`src/rtl/rbi_acl_pkg.sv`:
```
// Shared definitions for the ringbus MMU ACL cache: entry layout, miss FSM
// encoding and the default miss timeout.
package rbi_acl_pkg;

    localparam int unsigned ACL_SLOTS    = 4;
    localparam int unsigned ACL_ENTRY_W  = 48;

    // Entry field offsets
    localparam int unsigned ACL_ID_LSB   = 0;
    localparam int unsigned ACL_ID_MSB   = 15;
    localparam int unsigned ACL_KEY_LSB  = 16;
    localparam int unsigned ACL_KEY_MSB  = 31;
    localparam int unsigned ACL_MODE_LSB = 32;
    localparam int unsigned ACL_MODE_MSB = 43;

    // Cycles spent waiting for a fill before the miss is abandoned
    localparam int unsigned ACL_MISS_TMO_DEFAULT = 255;

    typedef logic [ACL_ENTRY_W-1:0] acl_entry_t;

    typedef enum logic [1:0] {
        StIdle = 2'd0,
        StReq  = 2'd1,
        StWait = 2'd2
    } miss_state_e;

endpackage

```
`src/rtl/rbi_acl_slot_match.sv`:
```
// Compares one ACL slot against the registered lookup ID and the four
// keyring keys. A zero key never matches.
module rbi_acl_slot_match
    import rbi_acl_pkg::*;
(
    input  logic        valid_i,
    input  logic [47:0] entry_i,
    input  logic [15:0] acl_id_i,
    input  logic [63:0] krr_i,
    output logic        hit_o
);

    logic key_hit;
    logic unused_entry;

    assign unused_entry = ^entry_i[ACL_ENTRY_W-1:ACL_MODE_LSB];

    // Slot hits when valid, the ID matches and any nonzero key matches
    always_comb begin
        key_hit = 1'b0;
        for (int k = 0; k < 4; k++) begin
            if ((krr_i[16*k +: 16] != 16'h0) &&
                (krr_i[16*k +: 16] == entry_i[ACL_KEY_MSB:ACL_KEY_LSB])) begin
                key_hit = 1'b1;
            end
        end
        hit_o = valid_i && (entry_i[ACL_ID_MSB:ACL_ID_LSB] == acl_id_i) && key_hit;
    end

endmodule

```
`src/rtl/rbi_mmu_acl_cache.sv`:
```
// Four-entry fully associative ACL cache for the ringbus MMU.
// Slot A is the most recently inserted (or used) entry.
// Optional feature: define RBI_ACL_HITPROMOTE_EN to move hit entries to A
// (LRU order); otherwise the order is pure insertion order.
module rbi_mmu_acl_cache
    import rbi_acl_pkg::*;
#(
    parameter int unsigned MISS_TMO = ACL_MISS_TMO_DEFAULT
) (
    input  logic        clock,
    input  logic        reset,
    input  logic        regInHold,
    input  logic [35:0] tlbInAcc,
    input  logic [63:0] regInKRR,
    input  logic        ldaclValid,
    input  logic [47:0] ldaclEntry,
    input  logic        invAclAll,
    output logic [47:0] aclEntryA,
    output logic [47:0] aclEntryB,
    output logic [47:0] aclEntryC,
    output logic [47:0] aclEntryD,
    output logic        aclMissReq,
    input  logic        aclMissAck,
    output logic [15:0] aclMissId
);

    localparam logic [7:0] TmoCnt = 8'(MISS_TMO);

    acl_entry_t  slot_q [ACL_SLOTS];
    acl_entry_t  slot_d [ACL_SLOTS];
    logic [3:0]  valid_q, valid_d;

    logic [15:0] id_q, id_d;
    logic        en_q, en_d;
    logic [63:0] krr_q, krr_d;

    miss_state_e state_q, state_d;
    logic [7:0]  cnt_q, cnt_d;
    logic [15:0] miss_id_q, miss_id_d;

    logic [3:0]  hit;
    logic        hit_any;
    logic [1:0]  hit_idx;
    logic [3:0]  dup;
    logic        dup_any;
    logic [1:0]  dup_idx;
    logic        miss;

    logic        do_shift;
    logic [1:0]  shift_pos;
    acl_entry_t  head;

    logic        unused_acc;
    assign unused_acc = ^{tlbInAcc[35:32], tlbInAcc[15:6], tlbInAcc[4:0]};

    for (genvar g = 0; g < ACL_SLOTS; g++) begin : g_match
        rbi_acl_slot_match u_match (
            .valid_i  (valid_q[g]),
            .entry_i  (slot_q[g]),
            .acl_id_i (id_q),
            .krr_i    (krr_q),
            .hit_o    (hit[g])
        );
    end

    // Priority-encode the lowest matching slot and any duplicate of the insert
    always_comb begin
        hit_idx = 2'd0;
        dup_idx = 2'd0;
        for (int i = ACL_SLOTS - 1; i >= 0; i--) begin
            if (hit[i]) hit_idx = 2'(i);
            if (dup[i]) dup_idx = 2'(i);
        end
        hit_any = |hit;
        dup_any = |dup;
        miss    = en_q && !hit_any;
    end

    // A slot duplicating the insert's {key, ID} is pulled out rather than kept twice
    always_comb begin
        for (int i = 0; i < ACL_SLOTS; i++) begin
            dup[i] = valid_q[i] &&
                     (slot_q[i][ACL_KEY_MSB:ACL_ID_LSB] == ldaclEntry[ACL_KEY_MSB:ACL_ID_LSB]);
        end
    end

    // Lookup capture, frozen by pipeline hold
    always_comb begin
        id_d  = id_q;
        en_d  = en_q;
        krr_d = krr_q;
        if (!regInHold) begin
            id_d  = tlbInAcc[31:16];
            en_d  = tlbInAcc[5];
            krr_d = regInKRR;
        end
    end

    // Table update: invalidate > insert > hit promotion. Insert and promotion
    // share one shift: slots 1..shift_pos take their upper neighbour, head goes to A.
    always_comb begin
        do_shift  = 1'b0;
        shift_pos = 2'd3;
        head      = ldaclEntry;
        if (!invAclAll && ldaclValid) begin
            do_shift  = 1'b1;
            shift_pos = dup_any ? dup_idx : 2'd3;
        end
`ifdef RBI_ACL_HITPROMOTE_EN
        else if (!invAclAll && !regInHold && hit_any && (hit_idx != 2'd0)) begin
            do_shift  = 1'b1;
            shift_pos = hit_idx;
            head      = slot_q[hit_idx];
        end
`endif

        slot_d  = slot_q;
        valid_d = valid_q;
        if (invAclAll) begin
            valid_d = 4'b0000;
            if (ldaclValid) begin
                slot_d[0]  = ldaclEntry;
                valid_d[0] = 1'b1;
            end
        end else if (do_shift) begin
            for (int i = 1; i < ACL_SLOTS; i++) begin
                if (i <= int'(shift_pos)) begin
                    slot_d[i]  = slot_q[i-1];
                    valid_d[i] = valid_q[i-1];
                end
            end
            slot_d[0]  = head;
            valid_d[0] = 1'b1;
        end
    end

    // Miss request FSM next state
    always_comb begin
        state_d   = state_q;
        cnt_d     = cnt_q;
        miss_id_d = miss_id_q;
        unique case (state_q)
            StIdle: begin
                if (miss) begin
                    miss_id_d = id_q;
                    state_d   = StReq;
                end
            end
            StReq: begin
                if (aclMissAck) begin
                    cnt_d   = 8'd0;
                    state_d = StWait;
                end
            end
            StWait: begin
                cnt_d = cnt_q + 8'd1;
                if (ldaclValid || invAclAll || (cnt_q == TmoCnt)) begin
                    state_d = StIdle;
                end
            end
            default: state_d = StIdle;
        endcase
    end

    // State registers with synchronous reset
    always_ff @(posedge clock) begin
        if (reset) begin
            slot_q    <= '{default: '0};
            valid_q   <= 4'b0000;
            id_q      <= 16'h0;
            en_q      <= 1'b0;
            krr_q     <= 64'h0;
            state_q   <= StIdle;
            cnt_q     <= 8'd0;
            miss_id_q <= 16'h0;
        end else begin
            slot_q    <= slot_d;
            valid_q   <= valid_d;
            id_q      <= id_d;
            en_q      <= en_d;
            krr_q     <= krr_d;
            state_q   <= state_d;
            cnt_q     <= cnt_d;
            miss_id_q <= miss_id_d;
        end
    end

    assign aclEntryA  = valid_q[0] ? slot_q[0] : '0;
    assign aclEntryB  = valid_q[1] ? slot_q[1] : '0;
    assign aclEntryC  = valid_q[2] ? slot_q[2] : '0;
    assign aclEntryD  = valid_q[3] ? slot_q[3] : '0;
    assign aclMissReq = (state_q == StReq);
    assign aclMissId  = miss_id_q;

endmodule

```
`config.mk`:
```
export PLATFORM = sky130hd
export DESIGN_NAME = rbi_mmu_acl_cache
export DESIGN_NICKNAME = d
export VERILOG_FILES = /design/src/rtl/rbi_acl_pkg.sv /design/src/rtl/rbi_acl_slot_match.sv /design/src/rtl/rbi_mmu_acl_cache.sv
export SDC_FILE = /design/constraint.sdc
export NUM_CORES = 1
export LEC_CHECK = 0
export ABC_AREA = 1
export BUFFER_PORTS_ARGS = -buffer_cell sky130_fd_sc_hd__clkbuf_2
export CAP_MARGIN = 25
export CELL_PAD_IN_SITES_DETAIL_PLACEMENT = 0
export CELL_PAD_IN_SITES_GLOBAL_PLACEMENT = 2
export CORE_MARGIN = 4
export CORE_UTILIZATION = 31
export DETAILED_ROUTE_END_ITERATION = 16
export PLACE_DENSITY = 0.93
export SYNTH_ARGS = -nofsm -noshare
export SYNTH_HDL_FRONTEND = slang
export SYNTH_SLANG_ARGS = --single-unit
```
`constraint.sdc`:
```
create_clock -name clock -period 4 [get_ports clock]
set_input_delay 0.4 -clock clock [delete_from_list [all_inputs] [get_ports clock]]
set_output_delay 0.4 -clock clock [all_outputs]
set_load 0.1 [all_outputs]
```
# == After elaboration in Yosys (flattened, before gate mapping) ==
# Index checks and enable logic that the tools add are counted.
# word_totals
output_inout_bits,209
n_memories,0
ff_bits,303
mem_bits_rw,0
input_bits,154
rom_bits,0
latch_bits,0
wordCells,146
# op_classes
muxes,42
n_eq_ne,31
n_reduce_logical,54
order_cmp,3
shifts,0
multipliers,0
div,0
addsub,1
bitwise,1
# op_table
cell,count
$mux W48,9
$eq A16 B16 Y1,20
$mux W192,1
$eq A32 B32 Y1,4
$reduce_bool A16 Y1,4
$logic_and A1 B1 Y1,30
$mux W1,20
$mux W2,9
$pmux W8 S2,1
$reduce_and A2 Y1,6
$reduce_and A3 Y1,4
$add A8 B1 Y8 const B,1
$eq A8 B8 Y1 const B,1
$mux W8,1
$reduce_or A4 Y1,2
$ne A2 B2 Y1 const B,3
$pmux W2 S3,1
$le A2 B2 Y1 const A,2
$reduce_bool A2 Y1,2
$eq A2 B1 Y1 const B,1
$eq A2 B2 Y1 const B,1
$le A1 B2 Y1 const A,1
$logic_not A1 Y1,2
$logic_not A2 Y1,1
other kinds (4),5

# == Longest topological paths before layout ==
# Gate-level depths: netlist (run 1).
# logic_depth
depth_word,12
ltp_mapped,18
ltp_nobuf,16

# == Hierarchy ==
# A second synthesis (run 1) with hierarchy kept.
# unflattened
hier_cells,3693
area_unflattened_um2,20444.6
# by_module_without_submodules
mod,seq_area_each_um2,cells_each,area_per_inst_um2,n_inst
rbi_mmu_acl_cache,6065.8,2193,14143.6,1
rbi_acl_slot_match,0.0,375,1575.3,4

# == Worst setup path after synthesis (run 1) ==
# Ideal clock, no wire load.
# synth_path
kind,reg2reg
startpoint,register state_q[0]
endpoint,register cnt_q[7]
n_path_buf,0
synth_period_minus_slack_ns,2.372
path_stages_with_launch,8
setup_ns,0.134
required_time_ns,3.866
path_slack_ns,1.628
t_arrival_ns,2.238
cell_sequence,dfxtp_1 inv_1 nor2_1 nand2_1 nand2_1 inv_1 nand2_1 a311oi_1
# synth_via
elab_chain_cells,3
elab_cells_between_ends,6
classes_between,eq/ne: 3; mux: 1; reduce/logical: 2
# synth_rtl
element,line,text
start: declaration,rbi_mmu_acl_cache.sv:37,"miss_state_e state_q, state_d;"
start signal: assignment,rbi_mmu_acl_cache.sv:173,state_q <= StIdle;
start signal: assignment,rbi_mmu_acl_cache.sv:182,state_q <= state_d;
$eq A2 B1 Y1 (*),--,
named net aclMissReq,rbi_mmu_acl_cache.sv:22,"output logic aclMissReq,"
$ne A2 B1 Y1 (no line) / $reduce_bool A2 Y1 (equally long branches),--,
$reduce_and A2 Y1 (no line),--,
end signal: assignment,rbi_mmu_acl_cache.sv:183,cnt_q <= cnt_d;
end: declaration,rbi_mmu_acl_cache.sv:38,"logic [7:0] cnt_q, cnt_d;"
# The timed path passes the listed nets; every way through them passes the cells marked *.
# A chain may end at the register's enable or synchronous reset.

# == Final worst setup path (run 1) ==
# layout_path
startpoint,register slot_q[171] (netlist bit)
endpoint,register slot_q[123] (netlist bit)
# layout_via
elab_chain_cells,7
elab_cells_between_ends,8
classes_between,order compare: 1; eq/ne: 1; mux: 3; reduce/logical: 3
# layout_rtl
element,line,text
start: declaration,rbi_mmu_acl_cache.sv:29,acl_entry_t slot_q [ACL_SLOTS];
start signal: assignment,rbi_mmu_acl_cache.sv:177,slot_q <= slot_d;
$eq A32 B32 Y1,rbi_mmu_acl_cache.sv:83,(slot_q[i][ACL_KEY_MSB:ACL_ID_LSB] == ldaclEntry[ACL_KEY_MSB:ACL_ID_LSB]);
$logic_and A1 B1 Y1,rbi_mmu_acl_cache.sv:82,dup[i] = valid_q[i] &&
$reduce_or A4 Y1 / $mux W2 (equally long branches),"rbi_mmu_acl_cache.sv:75, rbi_mmu_acl_cache.sv:72",
$mux W2,rbi_mmu_acl_cache.sv:107,shift_pos = dup_any ? dup_idx : 2'd3;
$mux W2,rbi_mmu_acl_cache.sv:105,if (!invAclAll && ldaclValid) begin
$le A1 B2 Y1,rbi_mmu_acl_cache.sv:127,if (i <= int'(shift_pos)) begin
$reduce_and A3 Y1 (no line),--,
# Several ways; a longest one is shown, not always the timed one.

==> results.cfg, run 1 <==
[clock_network]
clk_latency_ps = 570
clock_path_buffers = 3
cts_tree = done
post_cts_resized = 0
cts_hold_buffers = 0
cts.clk_slew.worst_paths_ps = 60
root_buffer = clkbuf_16
htree_levels = 2
cts_setup_buffers = 0
numClockSinks = 303
cts_buffers = 38

[final_layout]
drive_gt1_share_pct = 14.1
n_fill_cell = 6773
register_area_um2 = 6070
syn2layout_area_growth_pct = 18.7
fin_util_pct = 37.3
nets = 3481
multiInputGateArea_um2 = 10000

[setup_path]
reg2reg_to = slot_q[123]
reg2regPathDepth = 11
worstSetupPathType = flip-flop to flip-flop
startpoint = slot_q[171]
critPathMaxFanout = 54
reg2reg_slack_ps = 800
startpoint_type = flip-flop
worstReg2RegStart = slot_q[171]
cp-end-kind = flip-flop
worstPathArrival_ps = 3690
crit_end = slot_q[123]
critical_path_required_ps = 4490

[floorplan]
die-area_um2 = 64200
die_h_um = 253
fp.dieW_um = 253
start_util_pct = 31.5
ios = 363
core_um2 = 59400
rows = 89

[routing]
drt-pass1-iter-count = 6
detail-route-antenna-nets = 0
drc = 0
viasPerCell = 5.09
wl_um = 98200
drt-initial-drc-count = 2269
num_vias = 21000
post_drt_wl_per_cell_um = 23.8

[power_and_ir_drop]
p_sw_uw = 3230
combinationalPowerShare_pct = 21.8
p_leak_uw = 0.0115
swShare_pct = 35.9
powerDensity_nw_per_um2 = 407
internal_power_uw = 5780
clockPowerShare_pct = 38.0
ir_drop_mv = 0.279
power_frac_seq_pct = 40.1

[timing]
fin_worst_skew_ps = 18.4
fin_tns_setup_ps = 0
worst_slew_pin_slew_ps = 911
fin_crit_ps = 3200
period_share_pct = 79.9
slew_headroom_pct = 39.2
rsz0062_at_grt = no
slew_viol_final = 0
clock.fmax_ghz = 0.313
setup_viol = 0
hold_viol = 0

[placement]
gp_congestion = 1.02
io_buffers = 343
dp_hpwl_um = 73100

[grt]
grt_first_pass_wirelength_um = 138000
grt_use_total_pct = 29.4
grt_pass1_vias = 19700
grt_max_degree = 99
overflow = 0
antenna_found_initial = 12

[synthesis]
synth_edf_count = 0
synth_warnings = 0
synth_top_family_by_area = simple AND/OR/NAND/NOR gates
ys_types = 36
synth_mux_area_share_pct = 0
synthArstFlopShare_pct = 0
synth-seq-cells = 303
synth_ff_type = dfxtp_1
ys_seq_area_share_pct = 32.5
syn_avg_cell_area_um2 = 6.04
synthAdderAreaFrac_pct = 0.0670
syn-instance-count = 3093
synth_compound_area_share_pct = 13.7
syn_nets = 3248
synth_area_um2 = 18700
synth-xor-area-share_pct = 8.26
yosys.area_share.simple_pct = 31.5

[run]
maxCapViolCount = 0

[hold_path]
hold_class = primary input to flip-flop

[outcome]
status = finished, final reports clean
[routing by layer]
metal | track usage [%] | part of all wire (%) | up-vias | wire [um]
met5 | 0 | 0.071 | - | 70
met4 | 11.4 | 4.2 | 12 | 4160
met3 | 7.14 | 10 | 183 | 10200
met2 | 44.0 | 42 | 1038 | 41500
met1 | 40.8 | 43 | 9789 | 42300
li1 | - | - | 9992 | -
[flip-flops by register name, summed over array words and instances, names as in the netlist]
| register | count |
|---|---|
| aclMissId | 16 |
| krr_q | 64 |
| id_q | 16 |
| slot_q | 192 |
| valid_q | 4 |
| cnt_q | 8 |
| state_q | 2 |
| en_q | 1 |
[cell usage in the layout, fill, tap and decap left out, drive strengths merged, types with 4 or more instances in the layout]
master / Yosys / layout
o22ai: 40 / 40
xor2: 86 / 86
a21oi: 206 / 206
inv: 441 / 444
diode: 0 / 6
nand3: 99 / 99
nand4: 56 / 56
clkbuf: 99 / 399
nor3: 25 / 25
nor4: 4 / 4
nand2: 902 / 902
buf: 107 / 57
o2111ai: 8 / 8
clkinv: 2 / 6
o21ai: 224 / 224
nor2: 387 / 387
dfxtp: 303 / 303
xnor2: 90 / 90
[critical path, cell delays in order, from the launching register on]
cell and delay, ps:
dfxtp_1 700, inv_1 280, nand2_1 120, nand4_1 100, nor3_1 150, nand2_1 100, nor2_1 140, nand2_2 370
nand2_2 530, buf_12 310, o21ai_0 120, a21oi_1 160
[cells in the mapped netlist (5+ instances only)]
cell type | count | area share [%]
a21oi_1 | 205 | 5.5
buf_1 | 8 | 0.16
buf_2 | 91 | 2.4
buf_4 | 5 | 0.20
clkbuf_1 | 88 | 1.8
clkbuf_2 | 11 | 0.29
dfxtp_1 | 303 | 32
inv_1 | 437 | 8.8
nand2_1 | 901 | 18
nand3_1 | 98 | 2.6
nand4_1 | 56 | 1.9
nor2_1 | 384 | 7.7
nor3_1 | 25 | 0.67
o2111ai_1 | 8 | 0.38
o21ai_0 | 221 | 5.9
o22ai_1 | 40 | 1.3
xnor2_1 | 90 | 4.2
xor2_1 | 86 | 4.0
[metrics by stage]
stage | instances | instance area [um2] | hold slack (ps) | power [uW] | worst slack [ps]
floorplan | 3093 | 18700 | 444 | 4840 | 1630
global placement | 4059 | 20900 | 458 | 5590 | 900
detailed placement | 4059 | 20900 | 461 | 5590 | 897
CTS | 4126 | 22100 | 31.8 | 9000 | 869
global route | 4128 | 22200 | 43.9 | 9340 | 558
finish | 4132 | 22200 | 50.0 | 9010 | 802
[power by group through the flow]
stage	sequential (uW)	combinational, uW	clock, uW
2_1_floorplan	3480	1360	0
3_3_place_gp	3660	1930	0
3_5_place_dp	3660	1930	0
4_1_cts	3590	1940	3470
5_1_grt	3620	2140	3580
6_report	3610	1970	3430
[final cells by class]
type	count	area share (%)
well taps	773	4.36
multi-input cells	2141	45.2
flip-flops and latches	303	27.4
repair buffers	399	10.0
clock buffers	57	4.98
diodes	6	0.0678
clock inverters	10	0.446
inverters	443	7.53
[worst min-delay path by stage]
stage                             end           start  slack [ps]  cells after the start
after floorplan            slot_q[95]      slot_q[95]         440                      2
after global routing      slot_q[183]  ldaclEntry[39]          40                      3
after CTS                 slot_q[182]  ldaclEntry[38]          30                      3
after detailed placement   slot_q[88]      slot_q[88]         460                      2
after global placement     slot_q[88]      slot_q[88]         460                      2
final                     slot_q[183]  ldaclEntry[39]          50                      3
[cells by family after synthesis]
group	Yosys count
and+or+nand+nor	1476
buffers and inverters	649
AOI/OAI and AO/OA	488
DFF	303
xor gates and xnor gates	176
adders and majority gates	1
Note: power is estimated with default switching activity, not from simulation.
==> run 2, diff against run 1 <==
--- a/config.mk
+++ b/config.mk
@@ -5,15 +5,15 @@
 export SDC_FILE = /design/constraint.sdc
 export NUM_CORES = 1
 export LEC_CHECK = 0
-export ABC_AREA = 1
+export ABC_AREA = 0
 export BUFFER_PORTS_ARGS = -buffer_cell sky130_fd_sc_hd__clkbuf_2
 export CAP_MARGIN = 25
 export CELL_PAD_IN_SITES_DETAIL_PLACEMENT = 0
 export CELL_PAD_IN_SITES_GLOBAL_PLACEMENT = 2
 export CORE_MARGIN = 4
-export CORE_UTILIZATION = 31
+export CORE_UTILIZATION = 30
 export DETAILED_ROUTE_END_ITERATION = 16
-export PLACE_DENSITY = 0.93
+export PLACE_DENSITY = 0.85
 export SYNTH_ARGS = -nofsm -noshare
 export SYNTH_HDL_FRONTEND = slang
 export SYNTH_SLANG_ARGS = --single-unit
==> constraint.sdc (replaced) <==
create_clock -name clock -period 2.7 [get_ports clock]
set_input_delay 0.27 -clock clock [delete_from_list [all_inputs] [get_ports clock]]
set_output_delay 0.27 -clock clock [all_outputs]
set_load 0.1 [all_outputs]
==> results.cfg, run 2 <==
[placement]
gp_congestion = 0.927
io_buffers = 343
place_area_um2 = 21000
dp_hpwl_um = 55400

[final_layout]
design_area_um2 = 23300
fin_util_pct = 40.4
largest_reg_flops = 192
top_register = slot_q
syn2layout_area_growth_pct = 33.4
nets = 2588
drive_gt1_share_pct = 26.0
largestRegisters = slot_q (192), krr_q (64)
layout_commonest_cell = xnor2_1
n_fill_cell = 5823
layout_common_cells = 375 x xnor2_1, 336 x clkbuf_2, 294 x dfxtp_1

[synthesis]
yosysMostFrequentCell = xnor2_1
ys_types = 34
synth_warnings = 0
synth_edf_count = 0
synthArstFlopShare_pct = 0
synth_top_area_cell = dfxtp_1
syn_avg_cell_area_um2 = 8.85
synth_top_area_share_pct = 34.7
synth_ff_type = dfxtp_1
synth-seq-cells = 303
syn-instance-count = 1976
synth_common_cells = 375 x xnor2_1, 303 x dfxtp_1, 293 x mux2i_1
syn_nets = 2131
synthTopCellsByArea = dfxtp_1 35%, xnor2_1 19%, mux2i_1 17%, and2_1 6.9%, nor2_1 6.0%
ys_seq_area_share_pct = 34.7
synth_area_um2 = 17500

[timing]
clock.fmax_ghz = 0.372
worst_slew_pin_slew_ps = 765
hold_viol = 0
period_share_pct = 99.5
slew_viol_final = 0
fin_crit_ps = 2690
slew_headroom_pct = 49.0
fin_tns_setup_ps = 0
rsz0062_at_grt = no
setup_viol = 0
timing.hold.ws_ps = 33.4
fin_worst_skew_ps = 35.5

[floorplan]
ios = 363
die-area_um2 = 62200
rows = 88
fp.dieW_um = 249
die_h_um = 249
start_util_pct = 30.3
core_um2 = 57700

[hold_path]
whs_path_depth = 3
hold_class = primary input to flip-flop
holdPathEnd = slot_q[168]
hp-start = ldaclEntry[24]

[setup_path]
startpoint_type = flip-flop
critPathMaxFanout = 17
reg2reg_to = aclMissId[5]
critical_path_required_ps = 3180
worstReg2RegStart = krr_q[7]
cp-end-kind = flip-flop
reg2regPathDepth = 8
worstSetupPathType = flip-flop to flip-flop
worstPathArrival_ps = 3170
reg2reg_slack_ps = 10

[routing]
drt-initial-drc-count = 1224
wl_um = 74100
post_drt_wl_per_cell_um = 22.9
num_vias = 15700
viasPerCell = 4.85
detail-route-antenna-nets = 0
drt-pass1-iter-count = 5
drc = 0

[grt]
grt_use_total_pct = 22.9
antenna_found_initial = 20
grt_pass1_vias = 16300
grt_max_degree = 117
overflow = 0
grt_first_pass_wirelength_um = 108000

[power_and_ir_drop]
power_frac_seq_pct = 39.6
clockPowerShare_pct = 43.2
ir_drop_mv = 0.504
powerDensity_nw_per_um2 = 523
p_sw_uw = 3510
p_leak_uw = 0.0101
combinationalPowerShare_pct = 17.2
swShare_pct = 28.7
internal_power_uw = 8700

[outcome]
status = finished, final reports clean

[clock_network]
clk_latency_ps = 570
cts_tree = done
clock_path_buffers = 3
cts.clk_slew.worst_paths_ps = 60
htree_levels = 2
numClockSinks = 303
root_buffer = clkbuf_16
cts_buffers = 39

[run]
maxCapViolCount = 0
==> run 2: cell count changes in the layout (fill, tap and decap cells not counted), sizes merged, moves of 107 or more <==
cell,before,now
nor2,387,280
mux2i,0,293
inv,444,5
a21oi,206,15
xnor2,90,375
buf,57,215
nand2,902,10
o21ai,224,2
and2,0,192
==> run 2: cell type report <==
cell class                      count  area, um2  area share [%]
Multi-Input combinational cell   1437      10500            45.1
Sequential cell                   303       6080            26.1
Timing Repair Buffer              649       4460            19.1
Clock buffer                       51       1090            4.68
Tap cell                          765        957            4.10
Clock inverter                     17        184           0.789
Antenna cell                       10       25.0           0.107
Inverter                            3       11.3          0.0483
==> run 2: kinds of logic after synthesis <==
kind of cell    synth area share, %
xor+xnor                       20.9
mux                            16.8
simple gates                   20.6
flops                          34.7
buf+inv                        5.85
fa+ha+maj                    0.0716
compound gates                 1.01
==> run 2: power by group through the flow <==
stage                     combinational (uW)  clock, uW  sequential, uW
after floorplan                         1360          0            4810
after global placement                  1940          0            4910
after detailed placement                1960          0            4920
after CTS                               2090       5390            4820
after global routing                    2240       5570            4840
final                                   2100       5280            4830
==> run 2: worst max-delay path by stage <==
stage | cells after the start | start | to | slack, ps
3_5_place_dp | 8 | krr_q[56] | aclMissId[5] | -530
3_3_place_gp | 8 | krr_q[57] | aclMissId[1] | -610
6_report | 8 | krr_q[7] | aclMissId[5] | 10
2_1_floorplan | 5 | state_q[0] | cnt_q[7] | 400
4_1_cts | 10 | slot_q[27] | aclMissId[5] | 4
5_1_grt | 8 | krr_q[35] | aclMissId[8] | 4
==> run 2: what timing repair did <==
item	4_1_cts	5_1_grt
pin swaps	3	2
endpoints found under the setup margin	17	24
resized for setup	8	15
endpoints found under the hold margin	99	0
buffers inserted	1	0
hold buffers	97	0
==> run 2: per-stage QoR <==
| stage | std cells | power (uW) | worst slack [ps] |
|---|---|---|---|
| after global placement | 3059 | 6850 | -606 |
| after global routing | 3229 | 12700 | 4.36 |
| after detailed placement | 3059 | 6880 | -531 |
| final | 3235 | 12200 | 13.4 |
| after floorplan | 1976 | 6170 | 404 |
| after CTS | 3225 | 12300 | 4.10 |
==> run 2: critical path: stages, from the launching register on <==
cell     delay (ps)
dfxtp_1         390
nor4_1          270
nand4_1         260
a22oi_2         300
a31oi_2         210
nor4b_4         390
nor4b_4         320
buf_12          230
mux2i_1         200
==> run 2: layer usage <==
| layer | GRT usage (%) | vias to the layer above | part of all wire (%) |
|---|---|---|---|
| met1 | 29.7 | 7549 | 43 |
| li1 | - | 7364 | - |
| met5 | 0 | - | 0.19 |
| met4 | 7.22 | 22 | 2.7 |
| met3 | 7.82 | 128 | 9.7 |
| met2 | 36.0 | 620 | 44 |
==> run 3, diff against run 2 <==
--- a/config.mk
+++ b/config.mk
@@ -11,9 +11,10 @@
 export CELL_PAD_IN_SITES_DETAIL_PLACEMENT = 0
 export CELL_PAD_IN_SITES_GLOBAL_PLACEMENT = 2
 export CORE_MARGIN = 4
-export CORE_UTILIZATION = 30
+export CORE_UTILIZATION = 29
 export DETAILED_ROUTE_END_ITERATION = 16
-export PLACE_DENSITY = 0.85
+export GPL_TIMING_DRIVEN = 0
+export PLACE_DENSITY = 0.83
 export SYNTH_ARGS = -nofsm -noshare
 export SYNTH_HDL_FRONTEND = slang
 export SYNTH_SLANG_ARGS = --single-unit
==> results.cfg, run 3 (synthesis results as in run 2) <==
[clock_network]
clk_latency_ps = 580
cts_buffers = 38
clock_path_buffers = 3
root_buffer = clkbuf_16
htree_levels = 2
cts.clk_slew.worst_paths_ps = 60
numClockSinks = 303
cts_tree = done

[floorplan]
core_um2 = 59400
die-area_um2 = 64300
rows = 89
ios = 363
start_util_pct = 29.5
fp.dieW_um = 254
die_h_um = 254

[power_and_ir_drop]
p_sw_uw = 3550
power_frac_seq_pct = 39.8
swShare_pct = 28.9
powerDensity_nw_per_um2 = 539
clockPowerShare_pct = 43.8
internal_power_uw = 8740
p_leak_uw = 0.00961
combinationalPowerShare_pct = 16.3
ir_drop_mv = 0.363

[grt]
grt_use_met2_pct = 36.9
overflow = 0
grt_pass1_vias = 16100
grt_use_met3_pct = 5.17
gr-usage-met1_pct = 30.6
grt_max_degree = 20
grt_use_total_pct = 23.2
grt.busiest_layer = met2
grt_first_pass_wirelength_um = 110000
antenna_found_initial = 7

[outcome]
violations = setup timing
status = complete, but fails checks

[routing]
drt-pass1-iter-count = 5
num_vias = 15800
wl_um = 77500
drc = 0
post_drt_wl_per_cell_um = 24.3
detail-route-antenna-nets = 0
drt-initial-drc-count = 1269
viasPerCell = 4.94

[final_layout]
largestRegisters = slot_q (192), krr_q (64)
stdcell_count = 3195
n_fill_cell = 6071
nets = 2546
layout_commonest_cell = xnor2_1
design_area_um2 = 22800
layout_common_cells = 369 x xnor2_1, 343 x clkbuf_2, 293 x mux2i_1
largest_reg_flops = 192
drive_gt1_share_pct = 24.2
fin_util_pct = 38.4
register_area_um2 = 6180
syn2layout_area_growth_pct = 30.4
multiInputGateArea_um2 = 10700
top_register = slot_q

[timing]
clock.fmax_ghz = 0.361
slew_headroom_pct = 33.6
setup_ws_ps = -70.9
fin_worst_skew_ps = 24.1
timing.hold.ws_ps = 24.9
fin_crit_ps = 2770
rsz0062_at_grt = yes
hold_viol = 0
setup_viol = 17
worst_slew_pin_slew_ps = 997
slew_viol_final = 0
period_share_pct = 103
fin_tns_setup_ps = -444

[setup_path]
reg2reg_to = state_q[0]
reg2regPathDepth = 10
worstSetupPathType = flip-flop to flip-flop
critical_path_required_ps = 3160
worstPathArrival_ps = 3230
startpoint_type = flip-flop
critPathMaxFanout = 10
reg2reg_slack_ps = -70
cp-end-kind = flip-flop
worstReg2RegStart = id_q[0]

[placement]
dp_hpwl_um = 57600
place_area_um2 = 20200
io_buffers = 340
placed_cells = 3091
gp_congestion = 0.934

[hold_path]
hp-start = regInKRR[39]
holdPathEnd = krr_q[39]
hold_class = primary input to flip-flop
whs_path_depth = 3

[run]
maxCapViolCount = 0
[run 3: cell types whose count changed in the layout (fill, tap and decap cells not counted), sizes merged]
cell and delta:
diode -5, clkbuf +74, buf -120, bufinv +2, clkinvlp +1, dlygate4sd3 +3
clkinv -3
[run 3: layout make-up]
type / count / share of cell area [%]
buffer: 145 / 3.15
clock buffer: 49 / 4.62
sequential: 303 / 27.1
clock inverter: 17 / 1.05
tap: 773 / 4.24
antenna: 5 / 0.0549
timing repair buffer: 463 / 12.7
inverter: 3 / 0.0494
multi-input combinational: 1437 / 47.0
[run 3: repair_timing]
| action | CTS | global route |
|---|---|---|
| buffers inserted | 18 | 2 |
| gates resized for setup | 95 | 64 |
| hold endpoints to repair | 102 | 0 |
| hold buffers | 100 | 0 |
| setup endpoints to repair | 158 | 120 |
| pin swaps | 10 | 10 |
[run 3: how the worst max path moves through the flow]
stage	startpoint	slack, ps	end
finish	id_q[0]	-70	state_q[0]
CTS	krr_q[3]	-60	aclMissId[13]
global placement	id_q[15]	-1300	aclMissId[8]
detailed placement	id_q[15]	-1340	aclMissId[13]
floorplan	state_q[0]	400	cnt_q[7]
global route	krr_q[54]	-90	aclMissId[7]
[run 3: power groups by stage]
stage	Combinational, uW	Clock (uW)	Sequential, uW
6_report	2010	5390	4900
3_3_place_gp	1960	0	4810
3_5_place_dp	1990	0	4810
5_1_grt	2150	5650	4910
2_1_floorplan	1360	0	4810
4_1_cts	1980	5500	4870
[run 3: worst max-delay path: stages (launching register included)]
cell,delay (ps)
dfxtp_1,290
clkbuf_2,180
xnor2_1,310
nand4_1,140
nor4_1,500
nand3_1,310
a31oi_1,340
nor4b_4,120
buf_6,150
buf_12,140
o21a_1,180
[run 3: layer usage]
layer,wire [um],part of all wire [%],vias to the layer above
met1,33700,44,7646
li1,-,-,7284
met4,3130,4.0,6
met2,35000,45,657
met3,5610,7.2,189
met5,39,0.050,-
[run 3: per-stage QoR]
step	power, uW	setup slack [ps]
after floorplan	6170	404
after global placement	6770	-1300
after detailed placement	6800	-1340
after CTS	12300	-60.8
after global routing	12700	-91.8
final	12300	-70.9
